--- config.mk ---
export PLATFORM = sky130hd
export DESIGN_NAME = video_pixel_feed_flat
export DESIGN_NICKNAME = d
export VERILOG_FILES = /design/src/rtl/video_pixel_feed_if.sv /design/src/rtl/video_pixel_feed.sv /design/src/flat_wrapper.sv
export SDC_FILE = /design/constraint.sdc
export NUM_CORES = 1
export LEC_CHECK = 0
export ABC_CLOCK_PERIOD_IN_PS = 2300
export CAP_MARGIN = 20
export CORE_UTILIZATION = 38
export CTS_BUF_LIST = sky130_fd_sc_hd__clkbuf_4
export DETAILED_ROUTE_END_ITERATION = 8
export PLACE_DENSITY = 0.71
export SYNTH_ARGS = -nofsm -noshare
export SYNTH_HDL_FRONTEND = slang
export SYNTH_SLANG_ARGS = --single-unit
--- constraint.sdc ---
create_clock -name pixel_clock -period 2.3 [get_ports pixel_clock]
set_clock_uncertainty 0.05 [all_clocks]
set_input_delay 0.46 -clock pixel_clock [delete_from_list [all_inputs] [get_ports pixel_clock]]
set_output_delay 0.46 -clock pixel_clock [all_outputs]
set_load 0.02 [all_outputs]
--- src/rtl/video_pixel_feed_if.sv ---
// Timing, FIFO-head and video-output signals between the sync generator,
// the frame FIFO, video_pixel_feed and the output encoder.
interface video_pixel_feed_if;
  logic        hsync_in;
  logic        vsync_in;
  logic        active_in;
  logic [16:0] fifo_data;
  logic        fifo_empty;
  logic        fifo_rd;
  logic [7:0]  red;
  logic [7:0]  green;
  logic [7:0]  blue;
  logic        hsync_out;
  logic        vsync_out;
  logic        de_out;
  logic        sync_lost;
  logic [15:0] err_cnt;

  modport master (
    output hsync_in, vsync_in, active_in, fifo_data, fifo_empty,
    input  fifo_rd, red, green, blue, hsync_out, vsync_out, de_out,
           sync_lost, err_cnt
  );

  modport slave (
    input  hsync_in, vsync_in, active_in, fifo_data, fifo_empty,
    output fifo_rd, red, green, blue, hsync_out, vsync_out, de_out,
           sync_lost, err_cnt
  );
endinterface

--- src/rtl/video_pixel_feed.sv ---
// Pops RGB565 pixels from a show-ahead frame FIFO, expands them to RGB888 and
// aligns them to the sync generator's frames using the SOF marker bit.
module video_pixel_feed #(
  parameter int unsigned ERR_CNT_W = 16
) (
  input  logic              pixel_clock,
  input  logic              reset,
  video_pixel_feed_if.slave vif
);

  localparam logic [7:0] ERR_R = 8'hFF;
  localparam logic [7:0] ERR_G = 8'h00;
  localparam logic [7:0] ERR_B = 8'hFF;

  typedef enum logic [1:0] {WAIT_SOF, READY, STREAM, ERROR} state_e;

  state_e               state_q, state_d;
  logic                 first_pix_q, first_pix_d;
  logic                 vsync_d_q;
  logic [7:0]           red_q, red_d, green_q, green_d, blue_q, blue_d;
  logic                 hsync_q, vsync_q, de_q, sync_lost_q;
  logic [ERR_CNT_W-1:0] err_cnt_q;
  logic                 err_evt, pop, vs_rise, head_sof;
  logic [4:0]           pix_r, pix_b;
  logic [5:0]           pix_g;

  assign vs_rise  = vif.vsync_in & ~vsync_d_q;
  assign head_sof = vif.fifo_data[16];
  assign pix_r    = vif.fifo_data[15:11];
  assign pix_g    = vif.fifo_data[10:5];
  assign pix_b    = vif.fifo_data[4:0];

  always_comb begin
    // NOTE: every signal written here gets a default first, so no latch is inferred.
    state_d     = state_q;
    first_pix_d = first_pix_q;
    pop         = 1'b0;
    err_evt     = 1'b0;
    red_d       = 8'h00;
    green_d     = 8'h00;
    blue_d      = 8'h00;
    case (state_q)
      WAIT_SOF: begin
        if (!vif.fifo_empty) begin
          if (head_sof) state_d = READY;
          else          pop     = 1'b1;
        end
      end
      READY: begin
        if (vs_rise) begin
          state_d     = STREAM;
          first_pix_d = 1'b1;
        end
      end
      STREAM: begin
        if (vs_rise) begin
          first_pix_d = 1'b1;
        end else if (vif.active_in) begin
          if (vif.fifo_empty) begin
            state_d = ERROR;
            err_evt = 1'b1;
            red_d   = ERR_R;
            green_d = ERR_G;
            blue_d  = ERR_B;
          end else if (head_sof != first_pix_q) begin
            // Frame boundary mismatch: hold the word and hunt for the next SOF.
            state_d = WAIT_SOF;
            err_evt = 1'b1;
          end else begin
            pop         = 1'b1;
            first_pix_d = 1'b0;
            red_d       = {pix_r, pix_r[4:2]};
            green_d     = {pix_g, pix_g[5:4]};
            blue_d      = {pix_b, pix_b[4:2]};
          end
        end
      end
      ERROR: begin
        if (vs_rise) begin
          state_d = WAIT_SOF;
        end else if (vif.active_in) begin
          red_d   = ERR_R;
          green_d = ERR_G;
          blue_d  = ERR_B;
        end
      end
      default: state_d = WAIT_SOF;
    endcase
  end

  assign vif.fifo_rd = pop & ~reset;

  always_ff @(posedge pixel_clock) begin
    // NOTE: registers are updated with non-blocking assignments only.
    if (reset) begin
      state_q     <= WAIT_SOF;
      first_pix_q <= 1'b0;
      vsync_d_q   <= 1'b0;
      red_q       <= 8'h00;
      green_q     <= 8'h00;
      blue_q      <= 8'h00;
      hsync_q     <= 1'b0;
      vsync_q     <= 1'b0;
      de_q        <= 1'b0;
      sync_lost_q <= 1'b0;
      err_cnt_q   <= '0;
    end else begin
      state_q     <= state_d;
      first_pix_q <= first_pix_d;
      vsync_d_q   <= vif.vsync_in;
      red_q       <= red_d;
      green_q     <= green_d;
      blue_q      <= blue_d;
      hsync_q     <= vif.hsync_in;
      vsync_q     <= vif.vsync_in;
      de_q        <= vif.active_in;
      sync_lost_q <= (state_q != STREAM);
      if (err_evt && (err_cnt_q != '1)) err_cnt_q <= err_cnt_q + ERR_CNT_W'(1);
    end
  end

  assign vif.red       = red_q;
  assign vif.green     = green_q;
  assign vif.blue      = blue_q;
  assign vif.hsync_out = hsync_q;
  assign vif.vsync_out = vsync_q;
  assign vif.de_out    = de_q;
  assign vif.sync_lost = sync_lost_q;
  assign vif.err_cnt   = 16'(err_cnt_q);

endmodule

--- src/flat_wrapper.sv ---
// flat-port wrapper written by rule: the top's interface ports become plain ports
module video_pixel_feed_flat 
#(
  parameter int unsigned ERR_CNT_W = 16
)
  (pixel_clock, reset, vif_hsync_in, vif_vsync_in, vif_active_in, vif_fifo_data, vif_fifo_empty, vif_fifo_rd, vif_red, vif_green, vif_blue, vif_hsync_out, vif_vsync_out, vif_de_out, vif_sync_lost, vif_err_cnt);
  video_pixel_feed_if vif_i ();
  input  logic pixel_clock;
  input  logic reset;
  input wire logic [$bits(vif_i.hsync_in)-1:0] vif_hsync_in;
  input wire logic [$bits(vif_i.vsync_in)-1:0] vif_vsync_in;
  input wire logic [$bits(vif_i.active_in)-1:0] vif_active_in;
  input wire logic [$bits(vif_i.fifo_data)-1:0] vif_fifo_data;
  input wire logic [$bits(vif_i.fifo_empty)-1:0] vif_fifo_empty;
  output wire logic [$bits(vif_i.fifo_rd)-1:0] vif_fifo_rd;
  output wire logic [$bits(vif_i.red)-1:0] vif_red;
  output wire logic [$bits(vif_i.green)-1:0] vif_green;
  output wire logic [$bits(vif_i.blue)-1:0] vif_blue;
  output wire logic [$bits(vif_i.hsync_out)-1:0] vif_hsync_out;
  output wire logic [$bits(vif_i.vsync_out)-1:0] vif_vsync_out;
  output wire logic [$bits(vif_i.de_out)-1:0] vif_de_out;
  output wire logic [$bits(vif_i.sync_lost)-1:0] vif_sync_lost;
  output wire logic [$bits(vif_i.err_cnt)-1:0] vif_err_cnt;
  assign vif_i.hsync_in = vif_hsync_in;
  assign vif_i.vsync_in = vif_vsync_in;
  assign vif_i.active_in = vif_active_in;
  assign vif_i.fifo_data = vif_fifo_data;
  assign vif_i.fifo_empty = vif_fifo_empty;
  assign vif_fifo_rd = vif_i.fifo_rd;
  assign vif_red = vif_i.red;
  assign vif_green = vif_i.green;
  assign vif_blue = vif_i.blue;
  assign vif_hsync_out = vif_i.hsync_out;
  assign vif_vsync_out = vif_i.vsync_out;
  assign vif_de_out = vif_i.de_out;
  assign vif_sync_lost = vif_i.sync_lost;
  assign vif_err_cnt = vif_i.err_cnt;
  video_pixel_feed #(.ERR_CNT_W(ERR_CNT_W)) u_core (.pixel_clock(pixel_clock), .reset(reset), .vif(vif_i));
endmodule
# [Word-level counts from Yosys, hierarchy flattened]
# Cells that the tools add are included.
[word_totals] word_cells=78 out_inout_bits=45 inputBits=23 regBits=47
[op_classes] bitwise=6 n_reduce_logical=6 n_mux=39 eq_ne=16 n_addsub=1
[op_table] operator="two-way mux 8 bit" n=10
[op_table] operator="case mux 8 bit (2 select lines)" n=2
[op_table] operator="adder 16 x 1 -> 16 bit, second input constant" n=1
[op_table] operator="two-way mux 1 bit" n=16
[op_table] operator="two-way mux 2 bit" n=8
[op_table] operator="!= test 16 bit, second input constant" n=1
[op_table] operator="!= test 3 x 2 -> 1 bit, second input constant" n=4
[op_table] operator="!= test 2 bit, second input constant" n=5
[op_table] operator="case mux 2 bit (4 select lines)" n=1
[op_table] operator="AND reduction 7 bit" n=1
[op_table] operator="OR reduction 6 bit" n=1
[op_table] operator="AND reduction 5 bit" n=1
[op_table] operator="== test 2 bit, second input constant" n=2
[op_table] operator="!= test 2 x 1 -> 1 bit, second input constant" n=2
[op_table] operator="inverter 1 bit" n=4
[op_table] operator="case mux 1 bit (2 select lines)" n=2
[op_table] operator="AND 1 bit" n=2
[op_table] operator="== test 2 x 1 -> 1 bit, second input constant" n=1
[op_table] operator="zero test 2 bit" n=1
[op_table] operator="nonzero test 2 bit" n=1
[op_table] operator="logical AND 1 bit" n=1
[op_table] operator="!= test 1 bit" n=1

# [Depth between registers and ports, before layout]
[depth] depth_word=7 ltp_mapped=8 ltp_nobuf=7

# [Worst setup path before layout]
# Ideal clock, no wire load.
[synth_timing] path_type="flip-flop to output port" start="register u_core.state_q[0]" end="output vif_fifo_rd" path_stages_with_launch=8 t_required_ns=1.790 path_slack_ns=0.313 n_path_buf=1 t_arrival_ns=1.477 cell_sequence="dfxtp_1 -> inv_1 -> ha_1 -> clkbuf_2 -> nand3_1 -> nor2_1 -> a21oi_1 -> nor3_1"
[synth_via] elab_chain_cells=3 elab_cells_between_ends=4 classes_between="1 x eq/ne; 1 x mux; 1 x bitwise; 1 x reduce/logical"
[synth_lines] item="start, declared" line="video_pixel_feed.sv:17" text="state_e state_q, state_d;"
[synth_lines] item="start signal, assigned" line="video_pixel_feed.sv:108" text="state_q <= state_d;"
[synth_lines] item="== test 2 bit or zero test 2 bit (tied branches)" line="video_pixel_feed.sv:42" text="case (state_q)"
[synth_lines] item="case mux 1 bit (2 select lines) *" line="video_pixel_feed.sv:42"
[synth_lines] item="AND 1 bit *" line="video_pixel_feed.sv:91" text="assign vif.fifo_rd = pop & ~reset;"
[synth_lines] item="end, declared" line="flat_wrapper.sv:15" text="output wire logic [$bits(vif_i.fifo_rd)-1:0] vif_fifo_rd;"
# Mark *: on every way between the ends. The rest lies on a longest branch, timed or not.

# [Worst setup path after layout]
[layout_timing] start="input vif_vsync_in" end="output vif_fifo_rd"
[layout_via] elab_chain_cells=4
[layout_lines] item="start, declared" line="flat_wrapper.sv:11" text="input wire logic [$bits(vif_i.vsync_in)-1:0] vif_vsync_in;"
[layout_lines] item="AND 1 bit" line="video_pixel_feed.sv:27" text="assign vs_rise = vif.vsync_in & ~vsync_d_q;"
[layout_lines] item="two-way mux 1 bit" line="video_pixel_feed.sv:56" text="if (vs_rise) begin"
[layout_lines] item="case mux 1 bit (2 select lines)" line="video_pixel_feed.sv:42"
[layout_lines] item="AND 1 bit" line="video_pixel_feed.sv:91"
# No other way between the ends.

==> run summary <==
### Outcome
• run status: completed

### Worst setup path
• R2R Path Start: u_core.state_q[0]
• R2R Setup Slk: 430 ps
• critical path launch point type: input port
• Reg2Reg Capture Point: u_core.vif.err_cnt[12]
• Crit path required time: 1790 ps
• R2R cell count: 8
• Crit Path Class: input port to output port
• top fanout value on the critical path: 2
• CP endpoint kind: output port
• WP data arrival: 1620 ps

### CTS
• CTS sink count: 39
• register clock-pin slew on the reported worst setup and hold paths: 110 ps
• number of post-CTS setup repair buffers: 0
• buffer cell driving the clock tree root: sky130_fd_sc_hd__clkbuf_4
• CTS tree: done
• Inserted Clock Buffers: 5
• clk_lat worst skew: 340 ps
• count of H-tree levels built during CTS: 2
• maximum clock path buffer count: 2
• # hold bufs at CTS: 0

### Synthesis
• commonest register cell after synthesis: sky130_fd_sc_hd__dfxtp_1
• FF+latch count, synth: 39
• synthesized net count: 224
• proportion of netlist area held by the largest area contributor: 0.439
• cell accounting for the most synthesized area: sky130_fd_sc_hd__dfxtp_1
• mean instance size in the synthesized netlist: 9.12 um2
• top cell types by occurrence after synthesis: 39 x sky130_fd_sc_hd__dfxtp_1, 21 x sky130_fd_sc_hd__nor2_1, 19 x sky130_fd_sc_hd__nand2_1, 15 x sky130_fd_sc_hd__a21oi_1, 14 x sky130_fd_sc_hd__xnor2_1
• Syn Std Cell Area: 1780 um2
• top post-synthesis cells by area: sky130_fd_sc_hd__dfxtp_1 44%, sky130_fd_sc_hd__xnor2_1 6.9%, sky130_fd_sc_hd__nor2_1 4.4%
• asr flop ratio synth: 0
• register area share after synthesis: 0.439
• cell with the most instances after synthesis: sky130_fd_sc_hd__dfxtp_1
• Post-synth EDFFs: 0
• post-synthesis cell type count: 35
• Gate Count Post-Synth: 195
• number of warnings reported in the yosys synthesis log: 0

### Floorplan
• number of rows in the core area: 24
• I/O pins: 68
• Die Footprint: 4960 um2
• Die Span Y: 70.4 um
• area of the core region: 4410 um2
• Starting Density: 0.403
• DIE WIDTH: 70.4 um

### Worst hold path
• Worst Min Path Start: u_core.state_q[1]
• number of cells on the worst hold path: 2
• endpoint of the worst hold-timing path: u_core.state_q[1]
• class of the most critical hold timing path: register to register

### Global route
• initial antenna violation count: 0
• gr ovfl total: 0
• global-route wire length before repair: 6440 um
• overall global routing resource usage: 0.165
• maximum number of pins on one net before global-route repair: 36
• via count of the first global-routing pass: 1434

### Pwr
• fraction of power consumed by the clock network: 0.276
• Sw Ratio: 0.286
• static leakage power: 0.925 nW
• part of the total power dissipated in combinational logic: 0.264
• areal power density over the cells: 619 nW/um2
• internal power: 0.00115 W
• post-layout total power: 0.00161 W
• IR drop worst, VDD: 0.263 mV
• part of the power in registers: 0.460
• switching power summed over all nets: 0.000460 W

### Timing
• share of the cycle needed by the critical path after routing: 0.927
• Tightest Pin Transition: 495 ps
• final count of pins violating max slew: 0
• TNS Setup: 0 ps
• final hold slack: 450 ps
• Fmax: 469 MHz
• total setup violations reported at the end of the flow: 0
• Max transition margin: 0.669
• count of final hold-check violations: 0
• Tmin final: 2130 ps
• unrepaired setup endpoints after global routing: false

### Final layout
• Layout Cell Area excl Fill: 2600 um2
• number of nets in the layout: 296
• Fill cells: 404
• area growth from synthesis to layout: 46.1%
• ant diodes: 0
• share of final-layout standard cells stronger than drive strength 1: 0.123

### Detailed routing
• Pre-antenna DRT Iters: 4
• routed wire length per instance: 12.7 um
• drt via density: 4.91
• via count: 1571
• final antenna-violating net count: 0
• Initial DRC Count: 80
• drc violations: 0
• Total Wirelength: 4050 um

### Place
• count of buffers from port buffering: 67
• total placed instance area: 2530 um2
• final weighted congestion of routability-driven global placement: 0.793
• Detailed Place HPWL: 2930 um

### Run
• number of max-cap violations: 0

-- sequential cells by signal, indices dropped and copies added (netlist names), 2 cells and up --
| signal | count |
|---|---|
| u_core.vif.blue | 5 |
| u_core.state_q | 2 |
| u_core.vif.err_cnt | 16 |
| u_core.vif.green | 6 |
| u_core.vif.red | 5 |
-- cell families (layout without fill, tap and decap cells) --
family / after synthesis / in the layout / share of synthesized area
mux: 1 / 1 / 0.00633
flops: 39 / 39 / 0.439
fa+ha+maj: 6 / 6 / 0.0422
simple gates: 87 / 87 / 0.270
xor+xnor: 15 / 15 / 0.0781
compound gates: 25 / 25 / 0.0929
buf+inv: 22 / 95 / 0.0711
-- how the worst max path moves through the flow --
stage	start	endpoint	slack (ps)	cells past startpoint
final	vif_vsync_in	vif_fifo_rd	170	7
after global routing	vif_vsync_in	vif_fifo_rd	50	7
after CTS	vif_vsync_in	vif_fifo_rd	10	7
after detailed placement	vif_vsync_in	vif_fifo_rd	-260	7
after global placement	vif_vsync_in	vif_fifo_rd	-220	7
after floorplan	u_core.state_q[0]	vif_fifo_rd	310	7
-- layout make-up --
class | count | area, um2 | area share
multi-input combinational | 134 | 871 | 0.335
timing repair buffer | 84 | 793 | 0.305
sequential | 39 | 781 | 0.301
tap | 52 | 65.1 | 0.0250
clock inverter | 3 | 38.8 | 0.0149
clock buffer | 5 | 37.5 | 0.0145
inverter | 3 | 11.3 | 0.00434
-- cell usage in the layout, fill, tap and decap left out, types with 4 or more instances in the layout --
master / instances
sky130_fd_sc_hd__clkbuf_4: 5
sky130_fd_sc_hd__nor2b_1: 4
sky130_fd_sc_hd__nand2_1: 19
sky130_fd_sc_hd__a21oi_1: 15
sky130_fd_sc_hd__ha_1: 6
sky130_fd_sc_hd__nand3_1: 7
sky130_fd_sc_hd__and2_1: 6
sky130_fd_sc_hd__dfxtp_1: 39
sky130_fd_sc_hd__buf_4: 17
sky130_fd_sc_hd__nand4_1: 5
sky130_fd_sc_hd__clkdlybuf4s50_1: 66
sky130_fd_sc_hd__nor2_1: 21
sky130_fd_sc_hd__xnor2_1: 14
sky130_fd_sc_hd__nor3_1: 6
sky130_fd_sc_hd__nor4_1: 6
-- stage by stage --
step / setup slack, ps / util / std cells
after floorplan: 313 / - / 195
after global placement: -218 / 0.572 / 312
after detailed placement: -263 / 0.572 / 312
after CTS: 11.1 / 0.589 / 320
after global routing: 47.1 / 0.588 / 320
final: 167 / 0.588 / 320
-- critical path, stage by stage --
cell and delay [ps]:
sky130_fd_sc_hd__clkdlybuf4s50_1 420, sky130_fd_sc_hd__nand2b_1 110, sky130_fd_sc_hd__nand3_1 110, sky130_fd_sc_hd__nor2_1 150
sky130_fd_sc_hd__a21oi_1 60, sky130_fd_sc_hd__nor3_1 130, sky130_fd_sc_hd__clkbuf_2 190
-- power groups by stage --
stage | Combinational, W | Clock (W) | Sequential [W]
2_1_floorplan | 0.000237 | 0 | 0.000776
3_3_place_gp | 0.000422 | 0 | 0.000754
3_5_place_dp | 0.000429 | 0 | 0.000755
4_1_cts | 0.000432 | 0.000460 | 0.000741
5_1_grt | 0.000471 | 0.000481 | 0.000746
6_report | 0.000424 | 0.000445 | 0.000739
-- what timing repair did --
action,CTS,global route
resized for setup,1,3
cloned,0,0
endpoints found under the setup margin,1,1
-- metal layers --
metal / routed length, um / share of wire / track usage
met5: 0 / 0 / 0
met4: 77 / 0.019 / 0.0733
met3: 279 / 0.069 / 0.0404
met2: 1850 / 0.46 / 0.267
met1: 1840 / 0.45 / 0.207
Power figures use the tool's default switching activity.
